==> config.mk <==
export PLATFORM = sky130hd
export DESIGN_NAME = mulpop_arbiter
export DESIGN_NICKNAME = d
export VERILOG_FILES = /design/src/rtl/mulpop_arbiter.sv
export SDC_FILE = /design/constraint.sdc
export NUM_CORES = 1
export LEC_CHECK = 0
export BUFFER_PORTS_ARGS = -buffer_cell sky130_fd_sc_hd__buf_4
export CAP_MARGIN = 0
export CORE_ASPECT_RATIO = 0.6
export CORE_MARGIN = 2
export CORE_UTILIZATION = 40
export CTS_CLUSTER_SIZE = 14
export DETAILED_ROUTE_END_ITERATION = 12
export GPL_TIMING_DRIVEN = 0
export PLACE_DENSITY = 0.61
export SETUP_SLACK_MARGIN = 0.3
export SYNTH_ARGS = -nofsm -noshare
export SYNTH_HDL_FRONTEND = slang
export SYNTH_SLANG_ARGS = --single-unit
==> constraint.sdc <==
create_clock -name clk -period 5.4 [get_ports clk]
set_input_delay 1.08 -clock clk [delete_from_list [all_inputs] [get_ports clk]]
set_output_delay 1.08 -clock clk [all_outputs]
set_load 0.05 [all_outputs]
==> src/rtl/mulpop_arbiter.sv <==
// mulpop_arbiter: round-robin arbiter in front of a serial shift-and-add
// multiplier. It reports the low 32 product bits, their population count,
// and whether any product bits above bit 31 are set.
module mulpop_arbiter #(
  parameter int OP_W = 24
) (
  input  logic            clk,
  input  logic            n_reset,
  input  logic            req0,
  input  logic            req1,
  input  logic [OP_W-1:0] a0,
  input  logic [OP_W-1:0] b0,
  input  logic [OP_W-1:0] a1,
  input  logic [OP_W-1:0] b1,
  output logic            gnt0,
  output logic            gnt1,
  output logic            done0,
  output logic            done1,
  output logic [31:0]     result,
  output logic [5:0]      ones,
  output logic            ovf,
  output logic            busy
);

  localparam int CNT_W  = $clog2(OP_W + 1);
  localparam int PROD_W = 2 * OP_W;

  typedef enum logic [1:0] {IDLE, MUL, CNT, RESP} state_t;

  state_t              r_state;
  state_t              w_nextState;
  logic                w_grant0;
  logic                w_grant1;
  logic [PROD_W-1:0]   r_acc;
  logic [PROD_W-1:0]   r_mcand;
  logic [OP_W-1:0]     r_mplr;
  logic [CNT_W-1:0]    r_bitCnt;
  logic                r_owner;
  logic                r_prio1;
  logic                r_gnt0;
  logic                r_gnt1;
  logic                r_done0;
  logic                r_done1;
  logic [31:0]         r_result;
  logic [5:0]          r_ones;
  logic                r_ovf;
  logic [5:0]          r_onesCalc;
  logic                r_ovfCalc;
  logic [63:0]         w_accWide;
  logic [5:0]          w_popCnt;
  logic                w_hiNonZero;

  // Zero-extend the accumulator to 64 bits so the low/high split at bit 32
  // stays legal for any operand width up to 32.
  assign w_accWide   = 64'(r_acc);
  assign w_hiNonZero = |w_accWide[63:32];

  assign gnt0   = r_gnt0;
  assign gnt1   = r_gnt1;
  assign done0  = r_done0;
  assign done1  = r_done1;
  assign result = r_result;
  assign ones   = r_ones;
  assign ovf    = r_ovf;
  assign busy   = (r_state != IDLE);

  // Population count of the low 32 accumulator bits.
  always_comb begin
    w_popCnt = '0;
    for (int i = 0; i < 32; i++) begin
      w_popCnt = w_popCnt + {5'd0, w_accWide[i]};
    end
  end

  // State register.
  always_ff @(posedge clk or negedge n_reset) begin
    if (!n_reset) begin
      r_state <= IDLE;
    end else begin
      r_state <= w_nextState;
    end
  end

  // Next state plus the round-robin grant decision.
  // Requests are only looked at in IDLE. A request raised while busy simply
  // stays pending.
  always_comb begin
    w_nextState = r_state;
    w_grant0    = 1'b0;
    w_grant1    = 1'b0;
    case (r_state)
      IDLE: begin
        if (req0 && (!req1 || !r_prio1)) begin
          w_grant0    = 1'b1;
          w_nextState = MUL;
        end else if (req1) begin
          w_grant1    = 1'b1;
          w_nextState = MUL;
        end
      end
      MUL: begin
        if (r_bitCnt == CNT_W'(OP_W - 1)) begin
          w_nextState = CNT;
        end
      end
      CNT:     w_nextState = RESP;
      RESP:    w_nextState = IDLE;
      default: w_nextState = IDLE;
    endcase
  end

  // Operand capture, serial multiply, bit counting and result publication.
  // done is registered on the RESP->IDLE edge, so the done cycle is already
  // IDLE and a pending request can be granted at the very next edge.
  always_ff @(posedge clk or negedge n_reset) begin
    if (!n_reset) begin
      r_gnt0     <= 1'b0;
      r_gnt1     <= 1'b0;
      r_done0    <= 1'b0;
      r_done1    <= 1'b0;
      r_acc      <= '0;
      r_mcand    <= '0;
      r_mplr     <= '0;
      r_bitCnt   <= '0;
      r_owner    <= 1'b0;
      r_prio1    <= 1'b0;
      r_result   <= '0;
      r_ones     <= '0;
      r_ovf      <= 1'b0;
      r_onesCalc <= '0;
      r_ovfCalc  <= 1'b0;
    end else begin
      r_gnt0  <= w_grant0;
      r_gnt1  <= w_grant1;
      r_done0 <= (r_state == RESP) && !r_owner;
      r_done1 <= (r_state == RESP) && r_owner;
      if (w_grant0 || w_grant1) begin
        r_acc    <= '0;
        r_bitCnt <= '0;
        r_owner  <= w_grant1;
        r_prio1  <= w_grant0;
        r_mcand  <= {{OP_W{1'b0}}, (w_grant1 ? a1 : a0)};
        r_mplr   <= w_grant1 ? b1 : b0;
      end
      if (r_state == MUL) begin
        if (r_mplr[0]) begin
          r_acc <= r_acc + r_mcand;
        end
        r_mcand  <= r_mcand << 1;
        r_mplr   <= r_mplr >> 1;
        r_bitCnt <= r_bitCnt + CNT_W'(1);
      end
      if (r_state == CNT) begin
        r_onesCalc <= w_popCnt;
        r_ovfCalc  <= w_hiNonZero;
      end
      if (r_state == RESP) begin
        r_result <= w_accWide[31:0];
        r_ones   <= r_onesCalc;
        r_ovf    <= r_ovfCalc;
      end
    end
  end

endmodule

==> reports/summary.txt, run 1 <==
=====================================================================================
Initial standard-cell utilization of the core ..........................        40.5%
Ports placed on the boundary ...........................................          144
Cell types with the largest area share after synthesis ................. dfrtp_1, ha_1, o21ai_0, mux2i_1, fa_1
Largest net degree at the start of global routing ......................          114
Most frequently used flop master after synthesis .......................      dfrtp_1
Final worst path period need ...........................................      4.96 ns
Iteration count of the initial detailed-routing pass ...................            5
Remaining antenna violation count after routing ........................            0
Per-cell via count in the routed design ................................         5.44
Most frequent standard cell in the layout excluding fill and tap cells .      dfrtp_1
Number of enable-type register cells in the synthesized netlist ........            0
Clock tree from TritonCTS ..............................................         done
Most frequent cells in the layout ...................................... dfrtp_1, buf_4, nand2_1
Kind of end point of the critical path .................................         flop
Maximum clock frequency ................................................    0.202 GHz
Area enclosed by the die boundary ......................................  0.0292 mm^2
Count of placed standard cells including taps ..........................        1,685
Worst path required time ...............................................      5.75 ns
Cell type with the highest aggregate area in the netlist ...............      dfrtp_1
Share of synthesized flip-flops with an asynchronous set or reset ......         100%
Floorplan Core Area ....................................................  0.0275 mm^2
Tot Pwr ................................................................    0.00826 W
Final std cell area, no fill ...........................................  0.0133 mm^2
Flip-flop and latch count after synthesis ..............................          179
Worst hold path type ................................................... flop to flop
Max-slew violation count ...............................................            0
Data arrival time of the critical path .................................      5.31 ns
Wire length of the first global-routing pass ...........................    50,000 um
Combined area of all synthesized cells .................................  0.0111 mm^2
Routability cong. ......................................................        0.899
Total number of vias ...................................................        9,360
Setup slack after layout ...............................................     0.439 ns
Portion of the post-synthesis area used by sequential elements .........        40.3%
Pwr dens ...............................................................  622 mW/mm^2
Final cycle utilization of the critical path ...........................        91.9%
Maximum fanout count along the critical path ...........................            3
Worst r2r src .......................................................... r_acc[17]$_DFF_PN0_
CTS clk-pin slew, worst paths ..........................................      0.07 ns
Layout cell share with drive strength beyond 1 .........................        18.3%
Final setup violation count ............................................            0
Count of buffers inserted at the top-level ports .......................          143
YS warnings ............................................................            0
Worst-Margin Slew ......................................................     0.821 ns
Clock skew after layout ................................................    0.0125 ns
Detail-routed net length per standard cell .............................      18.5 um
Worst slew slack as a fraction of its limit ............................        45.2%
Pre-CTS setup slack ....................................................     0.336 ns
Mapped Nets ............................................................        1,358
Clk buf depth ..........................................................            2
Cell at the root of the clock tree .....................................    clkbuf_16
Antenna violations before repair .......................................            0
Worst setup path start ................................................. r_acc[17]$_DFF_PN0_
Row cnt ................................................................           47
Aggregate global routing overflow ......................................            0
Yosys top cell area share ..............................................        40.3%
Status ................................................................. finished clean
Residual DRC count .....................................................            0
VDD IR-drop max ........................................................       576 uV
Height of the die ......................................................       133 um
Number of hold violations in the final report ..........................            0
Max-cap check violation count ..........................................            0
Setup_tns ..............................................................         0 ns
Post-detailed-routing wire length ......................................    31,900 um
Post-synthesis instance total ..........................................        1,174
Setup repair after global routing missed its margin ....................        false
NumNets Final ..........................................................        1,524
TritonCTS sink count ...................................................          179
Final antenna diode count ..............................................            0
Starting DRC count in detailed routing .................................          768
Count of cell types in the netlist .....................................           69
Number of global-route vias before repair ..............................        8,778
Non-filler cells, final ................................................        1,720
WS Path Type ........................................................... flop to flop
Mean area per synthesized cell .........................................    9.46 um^2
Chip Width .............................................................       219 um
Total clock buffers created by CTS .....................................           17
Worst skew pair latency ................................................      0.46 ns
Total global routing track utilization .................................        22.3%
Area added between synthesis and finish ................................        19.4%
Total leakage power ....................................................      6.33 nW
Clock H-tree levels ....................................................            4
Worst hold path startpoint ............................................. r_owner$_DFFE_PN0P_
Placement Cell Area ....................................................  0.0127 mm^2
Startpoint types .......................................................         flop
Dpl hpwl ...............................................................    24,700 um
=====================================================================================
## worst max-delay path: stages (launching register included)
cell and delay (ns):
dfrtp_2 0.43, fa_1 0.54, inv_1 0.05, fa_1 0.51, inv_1 0.05, fa_1 0.48
inv_1 0.06, fa_1 0.46, fa_1 0.49, fa_1 0.49, inv_1 0.04, ha_1 0.21
fa_2 0.37, a21o_1 0.17, a21oi_1 0.17, xnor2_1 0.08, mux2_2 0.25
## final timing paths
| check | endpoint | slack (ns) | cells after the start |
|---|---|---|---|
| worst max-delay path | r_onesCalc[4]$_DFFE_PN0P_ | 0.44 | 16 |
| worst min-delay path | done0$_DFF_PN0_ | 0.45 | 1 |
| worst max register to register | r_onesCalc[4]$_DFFE_PN0P_ | 0.44 | 16 |
| worst min register to register | done0$_DFF_PN0_ | 0.45 | 1 |
| max in group asynchronous | r_mcand[39]$_DFFE_PN0P_ | 3.86 | 2 |
| min in group asynchronous | ones[2]$_DFFE_PN0N_ | 0.55 | 1 |
## synth_stat cells, types with 6 or more instances
cell type / number
mux2i_1: 51
ha_1: 59
mux2_2: 44
inv_1: 65
dfrtp_1: 179
o21ai_0: 105
nor3_1: 12
o21a_1: 10
fa_1: 25
o21ai_1: 8
nor4_1: 6
nand2_1: 121
a31oi_1: 6
and3_1: 12
xnor2_1: 29
buf_2: 8
a21o_1: 30
a211oi_1: 9
a21oi_1: 98
clkbuf_1: 55
nand4_1: 14
nor2_1: 77
nand3_1: 15
xor2_1: 14
buf_1: 10
a22o_1: 32
## power by group
| part | total, W | switching [W] | internal [W] |
|---|---|---|---|
| logic | 0.00483 | 0.00299 | 0.00184 |
| registers | 0.00220 | 0.000407 | 0.00180 |
| clock network | 0.00122 | 0.000568 | 0.000656 |
| total | 0.00826 | 0.00396 | 0.00429 |
## timing repair
| action | in CTS | in global routing |
|---|---|---|
| endpoints found under the hold margin | 0 | 0 |
| gates resized for setup | 0 | 2 |
| hold buffers | 0 | 0 |
| buffers inserted | 0 | 3 |
| endpoints found under the setup margin | 0 | 1 |
## registers in the layout, summed over array words and instances (netlist names), 2 cells and up
register / flops
r_mcand: 48
ones: 6
r_mplr: 24
r_onesCalc: 6
r_bitCnt: 5
r_acc: 48
r_state: 2
result: 32
## stage by stage
stage	hold WS, ns	util [%]
final	0.450	48.3
after global routing	0.479	48.3
after CTS	0.453	48.2
after detailed placement	0.444	46.2
after global placement	0.431	46.0
after floorplan	0.417	-
## final cells by class
cell class                      instances  area [um^2]
Clock inverter                          9         67.6
Sequential cell                       179         4480
Multi-Input combinational cell        855         6090
Tap cell                              367          459
Timing Repair Buffer                  147         1130
Fill cell                            2585        14200
Inverter                               65          244
Buffer                                 75          297
Clock buffer                           23          498
## routing by layer
layer | track usage (%) | part of all wire, % | wire [um]
met3 | 4.70 | 5.9 | 1870
met2 | 30.5 | 41 | 13200
met1 | 35.4 | 52 | 16400
met5 | 0 | 0 | 0
met4 | 5.18 | 1.1 | 354
## cell families after synthesis
group / share of synthesized area (%)
AOI/OAI and AO/OA: 19.5
DFF: 40.3
buffers and inverters: 4.86
xor gates and xnor gates: 3.39
and+or+nand+nor: 11.7
adders and majority gates: 11.1
muxes: 9.05
Note: power is estimated with default switching activity, not from simulation.
==> run 2, diff against run 1 <==
Settings changed: CELL_PAD_IN_SITES_DETAIL_PLACEMENT set to 1, CELL_PAD_IN_SITES_GLOBAL_PLACEMENT set to 1, PLACE_DENSITY 0.61 to 0.75.
==> reports/summary.txt, run 2 (synthesized netlist as in run 1, its figures left out) <==
=====================================================================================
Status ................................................................. finished clean
Area of combinational cells with multiple inputs ....................... 0.00610 mm^2   about the same
Dpl hpwl ...............................................................    28,400 um   +15%
Startpoint types .......................................................         flop
Routability cong. ......................................................        0.918   +2.1%
WS Path Type ........................................................... flop to flop
Residual DRC count .....................................................            0   unchanged
CTS Hold Bufs ..........................................................            0   unchanged
Tot Pwr ................................................................    0.00843 W   +2.2%
TritonCTS sink count ...................................................          179   unchanged
Final cycle utilization of the critical path ...........................        91.7%   -0.19 points
Remaining antenna violation count after routing ........................            0   unchanged
Fraction of power consumed by the clock network ........................        14.5%   -0.3 points
Total global routing track utilization .................................        26.0%   +3.7 points
Final setup violation count ............................................            0   unchanged
CTS clk-pin slew, worst paths ..........................................      0.07 ns   about the same
Count of buffers inserted at the top-level ports .......................          143   unchanged
Layout cell share with drive strength beyond 1 .........................        19.2%   +0.92 points
VDD IR-drop max ........................................................       463 uV   -20%
Maximum clock frequency ................................................    0.202 GHz   +0.20%
Most frequent standard cell in the layout excluding fill and tap cells .      dfrtp_1
Wire length of the first global-routing pass ...........................    57,400 um   +15%
Area added between synthesis and finish ................................        19.8%
Iteration count of the initial detailed-routing pass ...................            5   unchanged
Worst skew pair latency ................................................      0.46 ns   about the same
Cell at the root of the clock tree .....................................    clkbuf_16
Data arrival time of the critical path .................................      5.29 ns   -0.02 ns
NumNets Final ..........................................................        1,527   +0.20%
Setup_tns ..............................................................         0 ns   unchanged
Per-cell via count in the routed design ................................         5.61   +3.0%
Largest net degree at the start of global routing ......................          113   -0.88%
Pwr dens ...............................................................  634 mW/mm^2   +1.9%
Clock tree from TritonCTS ..............................................         done
Most frequent cells in the layout ...................................... dfrtp_1, buf_4, nand2_1
Depth of the worst hold-timing path ....................................            2   +1
Clock skew after layout ................................................    0.0113 ns   -0.00122 ns
Sequential cell fraction of total power ................................        26.8%   about the same
Clock H-tree levels ....................................................            4   unchanged
Worst hold path type ................................................... flop to flop
Number of hold violations in the final report ..........................            0   unchanged
Maximum fanout count along the critical path ...........................            2   -1
Number of global-route vias before repair ..............................        9,877   +13%
Chip Width .............................................................       219 um   unchanged
Post-detailed-routing wire length ......................................    36,800 um   +16%
Worst path required time ...............................................      5.74 ns   about the same
Endpoint of the worst hold-timing path ................................. r_mplr[10]$_DFFE_PN0P_
Endpoint of the worst register-to-register path ........................ r_onesCalc[4]$_DFFE_PN0P_
Internal portion of total power ........................................    0.00429 W   about the same
Reg2Reg Setup Slack ....................................................      0.45 ns   about the same
Floorplan Core Area ....................................................  0.0275 mm^2   unchanged
Total number of vias ...................................................        9,666   +3.3%
Switching power ........................................................    0.00414 W   +4.4%
Worst-Margin Slew ......................................................     0.827 ns   +0.00555 ns
Clk buf depth ..........................................................            2   unchanged
Proportion of total power due to net switching .........................        49.1%   +1.1 points
Worst slew slack as a fraction of its limit ............................        44.9%   -0.37 points
Aggregate global routing overflow ......................................            0   unchanged
Max-cap check violation count ..........................................            0   unchanged
Total clock buffers created by CTS .....................................           17   unchanged
Final worst path period need ...........................................      4.95 ns   -0.0100 ns
Ports placed on the boundary ...........................................          144   unchanged
Worst hold path startpoint ............................................. r_mplr[11]$_DFFE_PN0P_
Depth of the worst register-to-register path ...........................           16   unchanged
Total of fill cells in the finished design .............................        3,197   +24%
Row cnt ................................................................           47   unchanged
Register cell area after layout ........................................ 0.00449 mm^2   +0.20%
Starting DRC count in detailed routing .................................          652   -15%
Part of the power in combinational logic ...............................        58.7%   +0.2 points
Antenna violations before repair .......................................            1   +1
Detail-routed net length per standard cell .............................      21.4 um   +15%
Max-slew violation count ...............................................            0   unchanged
Kind of end point of the critical path .................................         flop
Worst r2r src .......................................................... r_acc[17]$_DFF_PN0_
Area enclosed by the die boundary ......................................  0.0292 mm^2   unchanged
Setup repair after global routing missed its margin ....................        false
Height of the die ......................................................       133 um   unchanged
Total leakage power ....................................................      6.30 nW   -0.45%
Initial standard-cell utilization of the core ..........................        40.5%   unchanged
=====================================================================================
## run 2: changes by cell type in the layout (fill, tap and decap cells not counted), moves of 3 or more
cell / change
buf_4: +3
clkbuf_8: -5
clkinvlp_4: +8
dfrtp_1: -7
dfrtp_2: +7
inv_6: -3
## run 2: power by group through the flow
stage                     Combinational (W)  Sequential, W  Clock (W)
after CTS                           0.00497        0.00225    0.00125
after floorplan                     0.00312        0.00248          0
final                               0.00495        0.00226    0.00122
after global placement              0.00464        0.00225          0
after detailed placement            0.00491        0.00228          0
after global routing                0.00556        0.00231    0.00130
## run 2: final cells by class
type,count,share of cell area (%)
Multi-Input combinational cell,855,45.8
Clock inverter,15,1.02
Sequential cell,179,33.7
Tap cell,367,3.45
Inverter,65,1.85
Clock buffer,17,3.20
Timing Repair Buffer,150,8.67
Antenna cell,1,0.0188
Buffer,75,2.23
## run 2: stage by stage
step                std cells  util, %  hold slack, ns  area [um^2]  worst slack [ns]
detailed placement       1685     46.2           0.473        12700             0.221
finish                   1724     48.4           0.493        13300             0.449
CTS                      1721     48.3           0.495        13300             0.304
global placement         1684     46.0           0.465        12600             0.344
floorplan                1174        -           0.417        11100             0.597
global route             1723     48.4           0.531        13300             0.289
## run 2: worst max-delay path, cell delays in order, from the launching register on
cell,delay [ns]
dfrtp_2,0.43
fa_1,0.54
inv_1,0.06
fa_1,0.49
inv_1,0.05
fa_1,0.47
inv_1,0.05
fa_1,0.52
fa_1,0.45
fa_1,0.50
inv_1,0.04
ha_1,0.20
fa_2,0.36
a21o_1,0.18
a21oi_2,0.15
xnor2_1,0.08
mux2_2,0.26
## run 2: how the worst max path moves through the flow
stage                                   start                   endpoint
after CTS                  r_acc[1]$_DFF_PN0_  r_onesCalc[4]$_DFFE_PN0P_
after detailed placement   r_acc[1]$_DFF_PN0_  r_onesCalc[4]$_DFFE_PN0P_
final                     r_acc[17]$_DFF_PN0_  r_onesCalc[4]$_DFFE_PN0P_
after global placement     r_acc[1]$_DFF_PN0_  r_onesCalc[4]$_DFFE_PN0P_
after global routing      r_acc[17]$_DFF_PN0_  r_onesCalc[4]$_DFFE_PN0P_
after floorplan           r_acc[17]$_DFF_PN0_  r_onesCalc[4]$_DFFE_PN0P_
## run 2: metal layers
layer  routed length [um]  part of all wire (%)  vias up  track usage [%]
li1                     -                     -     4496                -
met1                18800                    51     4895             40.7
met2                14900                    41      238             35.5
met3                 2630                   7.2       35             6.74
met4                  455                   1.2        2             5.86
met5                   16                 0.043        -                0
## run 2: timing repair
| action | in CTS | in global routing |
|---|---|---|
| gates resized for setup | 7 | 5 |
| pin swaps | 1 | 2 |
| setup endpoints to repair | 1 | 3 |
| setup buffers | 4 | 2 |
